**src/rtl/phy_rx_lane.sv**
```systemverilog
// Serial receive lane: bit-slides onto the COMMA symbol, confirms alignment over BC_COUNT
// consecutive COMMA bytes, then emits each non-COMMA byte with a one-cycle valid pulse.
// Optional macro PHYRX_BC_CNT_EN adds bc_total, a saturating count of idle COMMA bytes seen while active.
module phy_rx_lane #(
  parameter logic [7:0]  COMMA    = 8'hBC,
  parameter int unsigned BC_COUNT = 4
) (
  input  logic       clk_32f,
  input  logic       reset,
  input  logic       data_in,
  output logic [7:0] data_out,
  output logic       valid_out,
  output logic       active_out,
  output logic [1:0] state_dbg
`ifdef PHYRX_BC_CNT_EN
  ,
  output logic [7:0] bc_total
`endif
);

  typedef enum logic [1:0] {
    ST_SEARCH = 2'd0,
    ST_ALIGN  = 2'd1,
    ST_ACTIVE = 2'd2
  } state_t;

  localparam logic [3:0] BC_LIMIT = 4'(BC_COUNT);

  state_t     state_q, state_d;
  logic [7:0] sr_q, sr_d;
  logic [2:0] bit_cnt_q, bit_cnt_d;
  logic [3:0] bc_seen_q, bc_seen_d;
  logic [7:0] data_q, data_d;
  logic       valid_q, valid_d;
  logic       active_q, active_d;
`ifdef PHYRX_BC_CNT_EN
  logic [7:0] bc_total_q, bc_total_d;
`endif

  // nxt is the byte whose last bit is being sampled on this edge.
  logic [7:0] nxt;
  logic       is_comma;
  logic       byte_done;
  logic [3:0] bc_seen_inc;
  logic       bc_reached;

  assign nxt         = {sr_q[6:0], data_in};
  assign is_comma    = (nxt == COMMA);
  assign byte_done   = (bit_cnt_q == 3'd7);
  assign bc_seen_inc = (bc_seen_q >= BC_LIMIT) ? BC_LIMIT : (bc_seen_q + 4'd1);
  assign bc_reached  = (bc_seen_inc == BC_LIMIT);

  // State register.
  always_ff @(posedge clk_32f) begin
    if (reset) begin
      state_q <= ST_SEARCH;
    end else begin
      state_q <= state_d;
    end
  end

  // Next-state logic.
  always_comb begin
    state_d = state_q;
    case (state_q)
      ST_SEARCH: begin
        if (is_comma) begin
          state_d = (BC_LIMIT == 4'd1) ? ST_ACTIVE : ST_ALIGN;
        end
      end
      ST_ALIGN: begin
        if (byte_done) begin
          if (!is_comma) begin
            state_d = ST_SEARCH;
          end else if (bc_reached) begin
            state_d = ST_ACTIVE;
          end
        end
      end
      ST_ACTIVE: begin
        state_d = ST_ACTIVE;
      end
      default: begin
        state_d = ST_SEARCH;
      end
    endcase
  end

  // Datapath and output next values.
  always_comb begin
    sr_d      = nxt;
    bit_cnt_d = bit_cnt_q + 3'd1;
    bc_seen_d = bc_seen_q;
    data_d    = data_q;
    valid_d   = 1'b0;
    active_d  = active_q;
`ifdef PHYRX_BC_CNT_EN
    bc_total_d = bc_total_q;
`endif
    case (state_q)
      ST_SEARCH: begin
        // Hold the bit counter at zero so a match restarts byte framing from here.
        bit_cnt_d = 3'd0;
        if (is_comma) begin
          bc_seen_d = 4'd1;
          if (BC_LIMIT == 4'd1) begin
            active_d = 1'b1;
          end
        end
      end
      ST_ALIGN: begin
        if (byte_done) begin
          if (is_comma) begin
            bc_seen_d = bc_seen_inc;
            if (bc_reached) begin
              active_d = 1'b1;
            end
          end else begin
            bc_seen_d = 4'd0;
          end
        end
      end
      ST_ACTIVE: begin
        if (byte_done) begin
          if (!is_comma) begin
            data_d  = nxt;
            valid_d = 1'b1;
          end
`ifdef PHYRX_BC_CNT_EN
          else if (bc_total_q != 8'hFF) begin
            bc_total_d = bc_total_q + 8'd1;
          end
`endif
        end
      end
      default: begin
        bc_seen_d = 4'd0;
      end
    endcase
  end

  always_ff @(posedge clk_32f) begin
    if (reset) begin
      sr_q      <= 8'h00;
      bit_cnt_q <= 3'd0;
      bc_seen_q <= 4'd0;
      data_q    <= 8'h00;
      valid_q   <= 1'b0;
      active_q  <= 1'b0;
    end else begin
      sr_q      <= sr_d;
      bit_cnt_q <= bit_cnt_d;
      bc_seen_q <= bc_seen_d;
      data_q    <= data_d;
      valid_q   <= valid_d;
      active_q  <= active_d;
    end
  end

`ifdef PHYRX_BC_CNT_EN
  always_ff @(posedge clk_32f) begin
    if (reset) begin
      bc_total_q <= 8'h00;
    end else begin
      bc_total_q <= bc_total_d;
    end
  end

  assign bc_total = bc_total_q;
`endif

  assign data_out   = data_q;
  assign valid_out  = valid_q;
  assign active_out = active_q;
  assign state_dbg  = state_q;

endmodule

```
**config.mk**
```make
export PLATFORM = sky130hd
export DESIGN_NAME = phy_rx_lane
export DESIGN_NICKNAME = d
export VERILOG_FILES = /design/src/rtl/phy_rx_lane.sv
export SDC_FILE = /design/constraint.sdc
export NUM_CORES = 1
export LEC_CHECK = 0
export BUFFER_PORTS_ARGS = -buffer_cell sky130_fd_sc_hd__buf_2
export CORE_MARGIN = 2
export CORE_UTILIZATION = 50
export DETAILED_ROUTE_END_ITERATION = 7
export GPL_ROUTABILITY_DRIVEN = 0
export GPL_TIMING_DRIVEN = 0
export PLACE_DENSITY = 0.72
export SLEW_MARGIN = 25
export SYNTH_ARGS = -nofsm -noshare
export SYNTH_HDL_FRONTEND = slang
export SYNTH_SLANG_ARGS = --single-unit
```
**constraint.sdc**
```tcl
create_clock -name clk_32f -period 2.08 [get_ports clk_32f]
set_input_delay 0.104 -clock clk_32f [delete_from_list [all_inputs] [get_ports clk_32f]]
set_output_delay 0.104 -clock clk_32f [all_outputs]
set_load 0.02 [all_outputs]
```
==> results.py, run 1 <==
metrics = {
    "layout": {
        "diodes": 0,
        "drive_above_1_share_pct": 20.8,
        "fin_area_um2": 1200,
        "area_delta_synth_final_pct": 16.2,
        "finalNetCount": 127,
    },
    "timing": {
        "finalSetupViolations": 0,
        "rsz0062_at_grt": "false",
        "fin_crit_sh_pct": 80.1,
        "drv_slew": 0,
        "fin_crit_ns": 1.67,
        "skew_ns": 0.00560,
        "hold_viol_final": 0,
        "tightest_slew_ns": 0.458,
        "final.setup.tns_ns": 0,
        "slew_headroom_pct": 69.4,
        "timing.fmax_ghz": 0.600,
    },
    "synthesis": {
        "yosysSeqAreaShare_pct": 50.5,
        "yosysWarnings": 0,
        "yosys.area.top_type_share_pct": 50.5,
        "syn_area_um2": 1030,
        "ys_seq_elements": 26,
        "synthTopCellsByArea": "dfxtp_1 (51%), mux2i_1 (7.8%), nor2b_1 (5.5%), nor2_1 (5.1%), ha_1 (3.6%)",
        "ys_types": 29,
        "yosysTopAreaCell": "dfxtp_1",
        "syn_area_per_cell_um2": 10.2,
        "postSynthCellCount": 101,
        "syn_nets": 107,
    },
    "hold_path": {
        "min_from": "data_in",
        "hp-class": "input port to flip-flop",
    },
    "power_and_ir_drop": {
        "ir_drop_v": 0.000617,
        "p_leak_nw": 0.513,
        "p_total_w": 0.000861,
        "power_density_nw_per_um2": 720,
    },
    "die": {
        "dieArea_um2": 2440,
        "die_w_um": 49.4,
        "rows": 16,
        "die_h_um": 49.4,
        "start_util_pct": 52.5,
        "core-area_um2": 1960,
        "boundaryPins": 15,
    },
    "flow_run": {
        "drv_cap": 0,
    },
    "clock_network": {
        "cts_tree": "done",
        "hold_buffers": 1,
        "clk_path_buf_depth": 2,
        "insertion_delay_ns": 0.32,
        "cts_made_buffers": 3,
        "postCtsSetupBuffers": 0,
        "cts_resized": 0,
        "clkTransAtPathRegs_ns": 0.14,
        "cts_sinks": 26,
        "root_buffer": "clkbuf_4",
        "htreeDepth": 1,
    },
    "critical_path": {
        "cp_max_fo": 10,
        "cp.required_ns": 2.29,
        "cp_data_arrival_time_ns": 1.87,
        "start_kind": "flip-flop",
        "endpoint_kind": "flip-flop",
        "crit_type": "flip-flop to flip-flop",
        "r2r-start": "bit_cnt_q[0]",
        "startpoint": "bit_cnt_q[0]",
    },
    "routing": {
        "drt-pass1-iter-count": 3,
        "ant_nets": 0,
        "wl_per_cell_um": 12.4,
        "drt-vias-per-instance": 5.21,
        "routed_wl_um": 1820,
        "vias": 766,
        "drc": 0,
        "drt_iter0_markers": 9,
    },
    "placed_design": {
        "post-dp-hpwl_um": 1330,
        "io_buffers": 14,
        "placed_area_um2": 1130,
    },
    "outcome": {
        "status": "completed",
    },
    "global_routing": {
        "grt_overflow_total": 0,
        "grt_antenna_before_repair": 0,
        "grt_start_max_net_pins": 16,
        "grt_use_total_pct": 17.6,
        "grt_pass1_wl_um": 3270,
        "grt_pass1_vias": 746,
    },
}
## state kept, by name, summed over array words and instances, names as in the netlist
register    count
data_out        8
sr_q            7
bc_seen_q       4
bit_cnt_q       3
state_dbg       2
active_out      1
valid_out       1
## final cells by class
class	count	area (µm²)
Fill cell	196	766
Sequential cell	26	520
Multi-Input combinational cell	68	478
Timing Repair Buffer	15	80.1
Tap cell	27	33.8
Clock inverter	1	30.0
Clock buffer	3	22.5
Buffer	4	20.0
Inverter	3	11.3
## cells in the final DEF (no fill, tap or decap), types with 2 or more instances in the layout
| cell type | synthesis | routed |
|---|---|---|
| nor3_1 | 3 | 3 |
| o211a_1 | 2 | 2 |
| ha_1 | 3 | 3 |
| nand2_1 | 3 | 3 |
| o21ai_0 | 3 | 3 |
| a21oi_1 | 4 | 4 |
| buf_2 | 1 | 15 |
| inv_1 | 3 | 3 |
| mux2i_1 | 8 | 8 |
| clkbuf_1 | 2 | 2 |
| dfxtp_1 | 26 | 26 |
| nand4_1 | 2 | 2 |
| clkbuf_4 | 0 | 3 |
| nand3b_1 | 3 | 3 |
| nor2_1 | 14 | 14 |
| and2_1 | 2 | 2 |
| nor2b_1 | 9 | 9 |
## final timing paths
kind / slack (ns) / to / depth (start not counted)
worst min-delay path: 0.02 / sr_q[0] / 2
worst max register to register: 0.41 / data_out[4] / 7
worst max-delay path: 0.41 / data_out[4] / 7
worst min register to register: 0.46 / bit_cnt_q[0] / 1
## cell usage after synthesis
cell type / n
inv_1: 3
a21oi_4: 1
and4bb_4: 1
nand4_1: 2
nor3_1: 3
a311oi_1: 1
o21ai_0: 3
ha_1: 3
o211a_1: 2
and2_1: 2
buf_2: 1
nand2b_1: 1
a32o_1: 1
and2b_1: 1
buf_4: 1
nand2_1: 3
and2_4: 1
a32oi_1: 1
dfxtp_1: 26
nand3b_1: 3
nand3_2: 1
and4b_1: 1
clkbuf_1: 2
a21oi_1: 4
mux2i_1: 8
nand3b_2: 1
o41ai_1: 1
nor2b_1: 9
nor2_1: 14
## worst max-delay path, cell delays in order, from the launching register on
cell	delay, ns
dfxtp_1	0.37
ha_1	0.15
ha_1	0.13
buf_4	0.16
nand3b_2	0.12
a21oi_4	0.33
mux2i_1	0.24
nor2_1	0.06
## per-layer routing
metal | share of wire, % | up-vias | global-route usage (%)
li1 | - | 386 | -
met1 | 48 | 363 | 22.5
met2 | 45 | 13 | 27.5
met3 | 3.4 | 4 | 2.76
met4 | 3.0 | 0 | 11.6
met5 | 0 | - | 0
## report_power, final
| group | total [W] | internal, W | switching [W] | leakage [nW] |
|---|---|---|---|---|
| combinational | 0.0000162 | 0.00000603 | 0.0000101 | 0.275 |
| clock | 0.000342 | 0.000195 | 0.000147 | 0.0279 |
| sequential | 0.000503 | 0.000501 | 0.00000221 | 0.210 |
| total | 0.000861 | 0.000702 | 0.000159 | 0.513 |
## stage by stage
step | util (%) | instances | hold slack [ns] | setup WS [ns]
after global routing | 61.0 | 147 | 0.00937 | 0.304
final | 61.0 | 147 | 0.0171 | 0.414
after global placement | 57.8 | 142 | 0.343 | 0.467
after floorplan | - | 101 | 0.176 | 0.594
after CTS | 61.0 | 147 | 0.00140 | 0.423
after detailed placement | 57.8 | 142 | 0.344 | 0.447
## cell families (layout without fill, tap and decap cells)
group	count (synthesis)	count (layout)	synth area share, %
flops	26	26	50.5
compound gates	14	14	10.5
simple gates	43	43	24.5
mux	8	8	7.78
buf+inv	7	26	3.04
fa+ha+maj	3	3	3.65
No activity file was read; power rests on OpenSTA's default activity.
==> run 2: changes to the inputs <==
Clock period 2.08 ns to 1.6 ns, I/O delays scaled along.
==> results.py, run 2 (synthesized netlist as in run 1, its figures left out) <==
metrics = {
    "critical_path": {
        "cp_max_fo": 5,
        "cp_data_arrival_time_ns": 1.82,
        "cp.required_ns": 1.87,
        "endpoint_kind": "flip-flop",
        "start_kind": "flip-flop",
        "crit_type": "flip-flop to flip-flop",
    },
    "hold_path": {
        "hp-class": "flip-flop to flip-flop",
    },
    "power_and_ir_drop": {
        "clock_power_share_pct": 39.8,
        "sequentialPowerShare_pct": 58.2,
        "p_leak_nw": 0.543,
        "ir_drop_v": 0.000774,
        "cellInternalPower_w": 0.000914,
        "p_sw_w": 0.000210,
        "power_density_nw_per_um2": 894,
        "switching_share_pct": 18.7,
        "p_total_w": 0.00112,
        "comb_power_share_pct": 2.0,
    },
    "timing": {
        "finalSetupViolations": 0,
        "skew_ns": 0.00643,
        "drv_slew": 0,
        "tightest_slew_ns": 0.447,
        "fin_crit_ns": 1.55,
        "slew_headroom_pct": 70.2,
        "fin_crit_sh_pct": 96.9,
        "timing.fmax_ghz": 0.645,
        "hold_ws_ns": 0.426,
        "hold_viol_final": 0,
        "final.setup.tns_ns": 0,
    },
    "layout": {
        "fin_area_um2": 1260,
        "drive_above_1_share_pct": 24.8,
        "diodes": 0,
        "area_delta_synth_final_pct": 22.1,
        "finalNetCount": 132,
        "multi_input_area_um2": 482,
        "largest_reg_flops": 8,
        "fill_cells": 187,
        "seqCellArea_um2": 522,
        "layout_commonest_cell": "dfxtp_1",
        "final_cell_mix": "dfxtp_1 (25), buf_2 (15), nor2_1 (14), nor2b_1 (9), mux2i_1 (7)",
    },
    "placed_design": {
        "io_buffers": 14,
        "placed_area_um2": 1130,
        "post-dp-hpwl_um": 1330,
    },
    "die": {
        "boundaryPins": 15,
        "dieArea_um2": 2440,
        "rows": 16,
        "die_w_um": 49.4,
        "die_h_um": 49.4,
        "core-area_um2": 1960,
        "start_util_pct": 52.5,
    },
    "routing": {
        "met3WireLength_um": 74,
        "drt-vias-per-instance": 5.19,
        "drt_iter0_markers": 11,
        "vias": 789,
        "drt-pass1-iter-count": 4,
        "wl_per_cell_um": 12.9,
        "highest_layer": "met4",
        "wl_met2_um": 928,
        "route.layer.met1.wl_um": 884,
        "ant_nets": 0,
        "routed_wl_um": 1970,
        "drc": 0,
    },
    "global_routing": {
        "grt_antenna_before_repair": 0,
        "grt_use_total_pct": 17.9,
        "grt_start_max_net_pins": 16,
        "grt_overflow_total": 0,
        "grt_pass1_wl_um": 3300,
        "grt_pass1_vias": 766,
    },
    "clock_network": {
        "cts_sinks": 26,
        "clk_path_buf_depth": 2,
        "insertion_delay_ns": 0.32,
        "clkTransAtPathRegs_ns": 0.14,
        "htreeDepth": 1,
        "root_buffer": "clkbuf_4",
        "cts_made_buffers": 3,
        "cts_tree": "done",
    },
    "outcome": {
        "status": "completed",
    },
    "flow_run": {
        "drv_cap": 0,
    },
}
[run 2: cell count changes in the layout (fill, tap and decap cells not counted), sizes merged]
cell and change:
buf +4, dlygate4sd3 +1
[run 2: area by class of cell]
cell class                 count  share of cell area (%)
timing repair buffer          20                    10.5
sequential                    26                    41.5
clock inverter                 1                    2.39
tap                           27                    2.69
clock buffer                   3                    1.79
inverter                       3                   0.896
buffer                         4                    1.89
multi-input combinational     68                    38.3
[run 2: path summary, 6_finish.rpt]
kind	start	to	slack, ns	cells after the start
worst max register to register	bit_cnt_q[0]	bc_seen_q[0]	0.05	8
worst min-delay path	bit_cnt_q[0]	bit_cnt_q[0]	0.43	1
worst max-delay path	bit_cnt_q[0]	bc_seen_q[0]	0.05	8
worst min register to register	bit_cnt_q[0]	bit_cnt_q[0]	0.43	1
[run 2: per-stage QoR]
| step | utilization (%) | instances | setup WS, ns |
|---|---|---|---|
| 3_5_place_dp | 57.8 | 142 | -0.0332 |
| 2_1_floorplan | - | 101 | 0.114 |
| 5_1_grt | 64.1 | 152 | -0.0524 |
| 3_3_place_gp | 57.8 | 142 | -0.0134 |
| 6_report | 64.1 | 152 | 0.0499 |
| 4_1_cts | 62.5 | 149 | 0.0277 |
[run 2: power groups by stage]
stage                      logic, W  clock network, W  registers (W)
after floorplan           0.0000114                 0       0.000667
after global routing      0.0000256          0.000484       0.000656
final                     0.0000227          0.000447       0.000654
after detailed placement  0.0000192                 0       0.000668
after global placement    0.0000191                 0       0.000668
after CTS                 0.0000230          0.000456       0.000654
[run 2: timing repair]
action                                  CTS  global route
buffers inserted                          1             3
pin swaps                                 0             0
hold buffers                              2             0
hold endpoints to repair                  2             0
gates resized for setup                   0             3
endpoints found under the setup margin    8             8
[run 2: critical path, stage by stage, from the launching register on]
cell and delay [ns]:
dfxtp_2 0.36, ha_1 0.14, ha_1 0.15, buf_6 0.11, buf_4 0.10, nor2_1 0.04
o41ai_1 0.35, a32oi_1 0.16, nor2_1 0.09
[run 2: routing by layer]
layer  global-route usage (%)  vias up
li1                         -      399
met1                     22.2      364
met2                     28.2       20
met3                     2.76        6
met4                     12.5        0
met5                        0        -
==> run 3: changes to the inputs <==
Settings changed: ABC_AREA from default to 1.
Clock period 1.6 ns to 1.74 ns, I/O delays scaled along.
==> results.py, run 3 <==
metrics = {
    "outcome": {
        "status": "completed",
    },
    "synthesis": {
        "syn_area_um2": 1130,
        "postSynthCellCount": 144,
        "synth-async-reset-ratio_pct": 0,
        "syn_area_per_cell_um2": 7.87,
        "ys_types": 18,
        "yosysTopAreaCell": "dfxtp_1",
        "synth_top_flop_cell": "dfxtp_1",
        "yosys.area.top_type_share_pct": 45.9,
        "synthTopCellsByArea": "dfxtp_1 (46%), nor2_1 (7.6%), nand2_1 (7.3%), inv_1 (7.0%), a21oi_2 (6.2%)",
        "yosysWarnings": 0,
        "yosysSeqAreaShare_pct": 45.9,
        "netlist_top_cells_count": "dfxtp_1 (26), nor2_1 (23), nand2_1 (22)",
        "syn_nets": 150,
        "ys_seq_elements": 26,
        "synth-edff-count": 0,
        "synth_most_common_cell": "dfxtp_1",
    },
    "routing": {
        "ant_nets": 0,
        "vias": 930,
        "drt-vias-per-instance": 4.89,
        "wl_per_cell_um": 10.2,
        "drt-pass1-iter-count": 4,
        "drt_iter0_markers": 13,
        "routed_wl_um": 1950,
        "drc": 0,
    },
    "die": {
        "start_util_pct": 52.2,
        "rows": 17,
        "die_h_um": 51.6,
        "die_w_um": 51.6,
        "boundaryPins": 15,
        "core-area_um2": 2170,
        "dieArea_um2": 2660,
    },
    "critical_path": {
        "cp_data_arrival_time_ns": 1.67,
        "r2r_cells": 9,
        "crit_type": "flip-flop to flip-flop",
        "start_kind": "flip-flop",
        "r2r-start": "bit_cnt_q[0]",
        "cp.required_ns": 1.97,
        "cp_max_fo": 3,
        "endpoint_kind": "flip-flop",
        "rrSetupSlack_ns": 0.31,
        "r2r_end": "bc_seen_q[1]",
    },
    "layout": {
        "fin_cells": 190,
        "drive_above_1_share_pct": 25.9,
        "largest_reg_flops": 8,
        "diodes": 0,
        "final_cell_mix": "dfxtp_1 (26), nor2_1 (23), nand2_1 (22), inv_1 (21), buf_2 (14)",
        "finish.utilization_pct": 58.8,
        "area_delta_synth_final_pct": 12.5,
        "fin_area_um2": 1270,
        "finalNetCount": 169,
        "layout_commonest_cell": "dfxtp_1",
    },
    "placed_design": {
        "post-dp-hpwl_um": 1480,
        "dp.cells": 186,
        "io_buffers": 14,
        "placed_area_um2": 1240,
    },
    "clock_network": {
        "postCtsSetupBuffers": 0,
        "clkTransAtPathRegs_ns": 0.13,
        "cts_made_buffers": 3,
        "clk_path_buf_depth": 2,
        "htreeDepth": 1,
        "hold_buffers": 0,
        "cts_tree": "done",
        "insertion_delay_ns": 0.32,
        "root_buffer": "clkbuf_4",
        "cts_resized": 0,
        "cts_sinks": 26,
    },
    "global_routing": {
        "grt_antenna_before_repair": 0,
        "grt_pass1_wl_um": 3380,
        "grt_use_total_pct": 17.0,
        "grt_overflow_total": 0,
        "grt_start_max_net_pins": 15,
        "grt_pass1_vias": 841,
    },
    "power_and_ir_drop": {
        "ir_drop_v": 0.000413,
        "power_density_nw_per_um2": 814,
        "p_leak_nw": 0.559,
    },
    "timing": {
        "fin_crit_ns": 1.43,
        "drv_slew": 0,
        "tightest_slew_ns": 0.577,
        "skew_ns": 0.00117,
        "timing.fmax_ghz": 0.697,
        "hold_ws_ns": 0.0192,
        "fin_crit_sh_pct": 82.4,
        "rsz0062_at_grt": "false",
        "final.setup.tns_ns": 0,
        "slew_headroom_pct": 61.5,
        "hold_viol_final": 0,
        "finalSetupViolations": 0,
    },
    "flow_run": {
        "drv_cap": 0,
    },
    "hold_path": {
        "holdPathStages": 3,
        "hold_end": "sr_q[0]",
        "hp-class": "input port to flip-flop",
        "min_from": "data_in",
    },
}
run 3: per-stage QoR:
| stage | total power (W) | worst slack, ns |
|---|---|---|
| 6_report | 0.00104 | 0.306 |
| 5_1_grt | 0.00109 | 0.151 |
| 4_1_cts | 0.00105 | 0.289 |
| 3_5_place_dp | 0.000751 | 0.319 |
| 3_3_place_gp | 0.000747 | 0.347 |
| 2_1_floorplan | 0.000725 | 0.469 |
run 3: critical path: stages, from the launching register on:
cell and delay (ns):
dfxtp_1 0.36, ha_1 0.15, ha_1 0.16, inv_1 0.09, nand2_1 0.09, nand2_1 0.07
a21oi_1 0.24, nand2_1 0.09, nand2_1 0.07, nor2_1 0.04
run 3: worst max-delay path by stage:
| stage | end | slack, ns | from |
|---|---|---|---|
| after floorplan | bc_seen_q[0] | 0.47 | bit_cnt_q[0] |
| after global placement | bc_seen_q[1] | 0.35 | bit_cnt_q[0] |
| after detailed placement | bc_seen_q[1] | 0.32 | bit_cnt_q[0] |
| after CTS | bc_seen_q[1] | 0.29 | bit_cnt_q[0] |
| after global routing | bc_seen_q[2] | 0.15 | bit_cnt_q[0] |
| final | bc_seen_q[1] | 0.31 | bit_cnt_q[0] |
run 3: cell families after synthesis:
family | count (synthesis) | synth area share, %
and+or+nand+nor | 76 | 32.9
DFF | 26 | 45.9
buffers and inverters | 24 | 8.61
AOI/OAI and AO/OA | 15 | 9.27
adders and majority gates | 3 | 3.31
run 3: layout make-up:
cell class              count  area, µm²
fillers                   224        895
multi-input cells          94        515
flip-flops and latches     26        520
repair buffers             14       70.1
clock buffers               4       36.3
plain buffers               3       18.8
inverters                  21       78.8
well taps                  28       35.0
run 3: routing by layer:
layer / GRT usage [%] / share of wire, % / vias to the layer above
li1: - / - / 484
met1: 20.8 / 46 / 414
met2: 29.3 / 46 / 27
met3: 2.59 / 5.3 / 5
met4: 7.89 / 2.2 / 0
met5: 0 / 0 / -
run 3: report_power, final:
part	internal [W]	switching, W	total [W]
sequential	0.000613	0.0000132	0.000626
clock	0.000128	0.000171	0.000300
combinational	0.0000368	0.0000751	0.000112
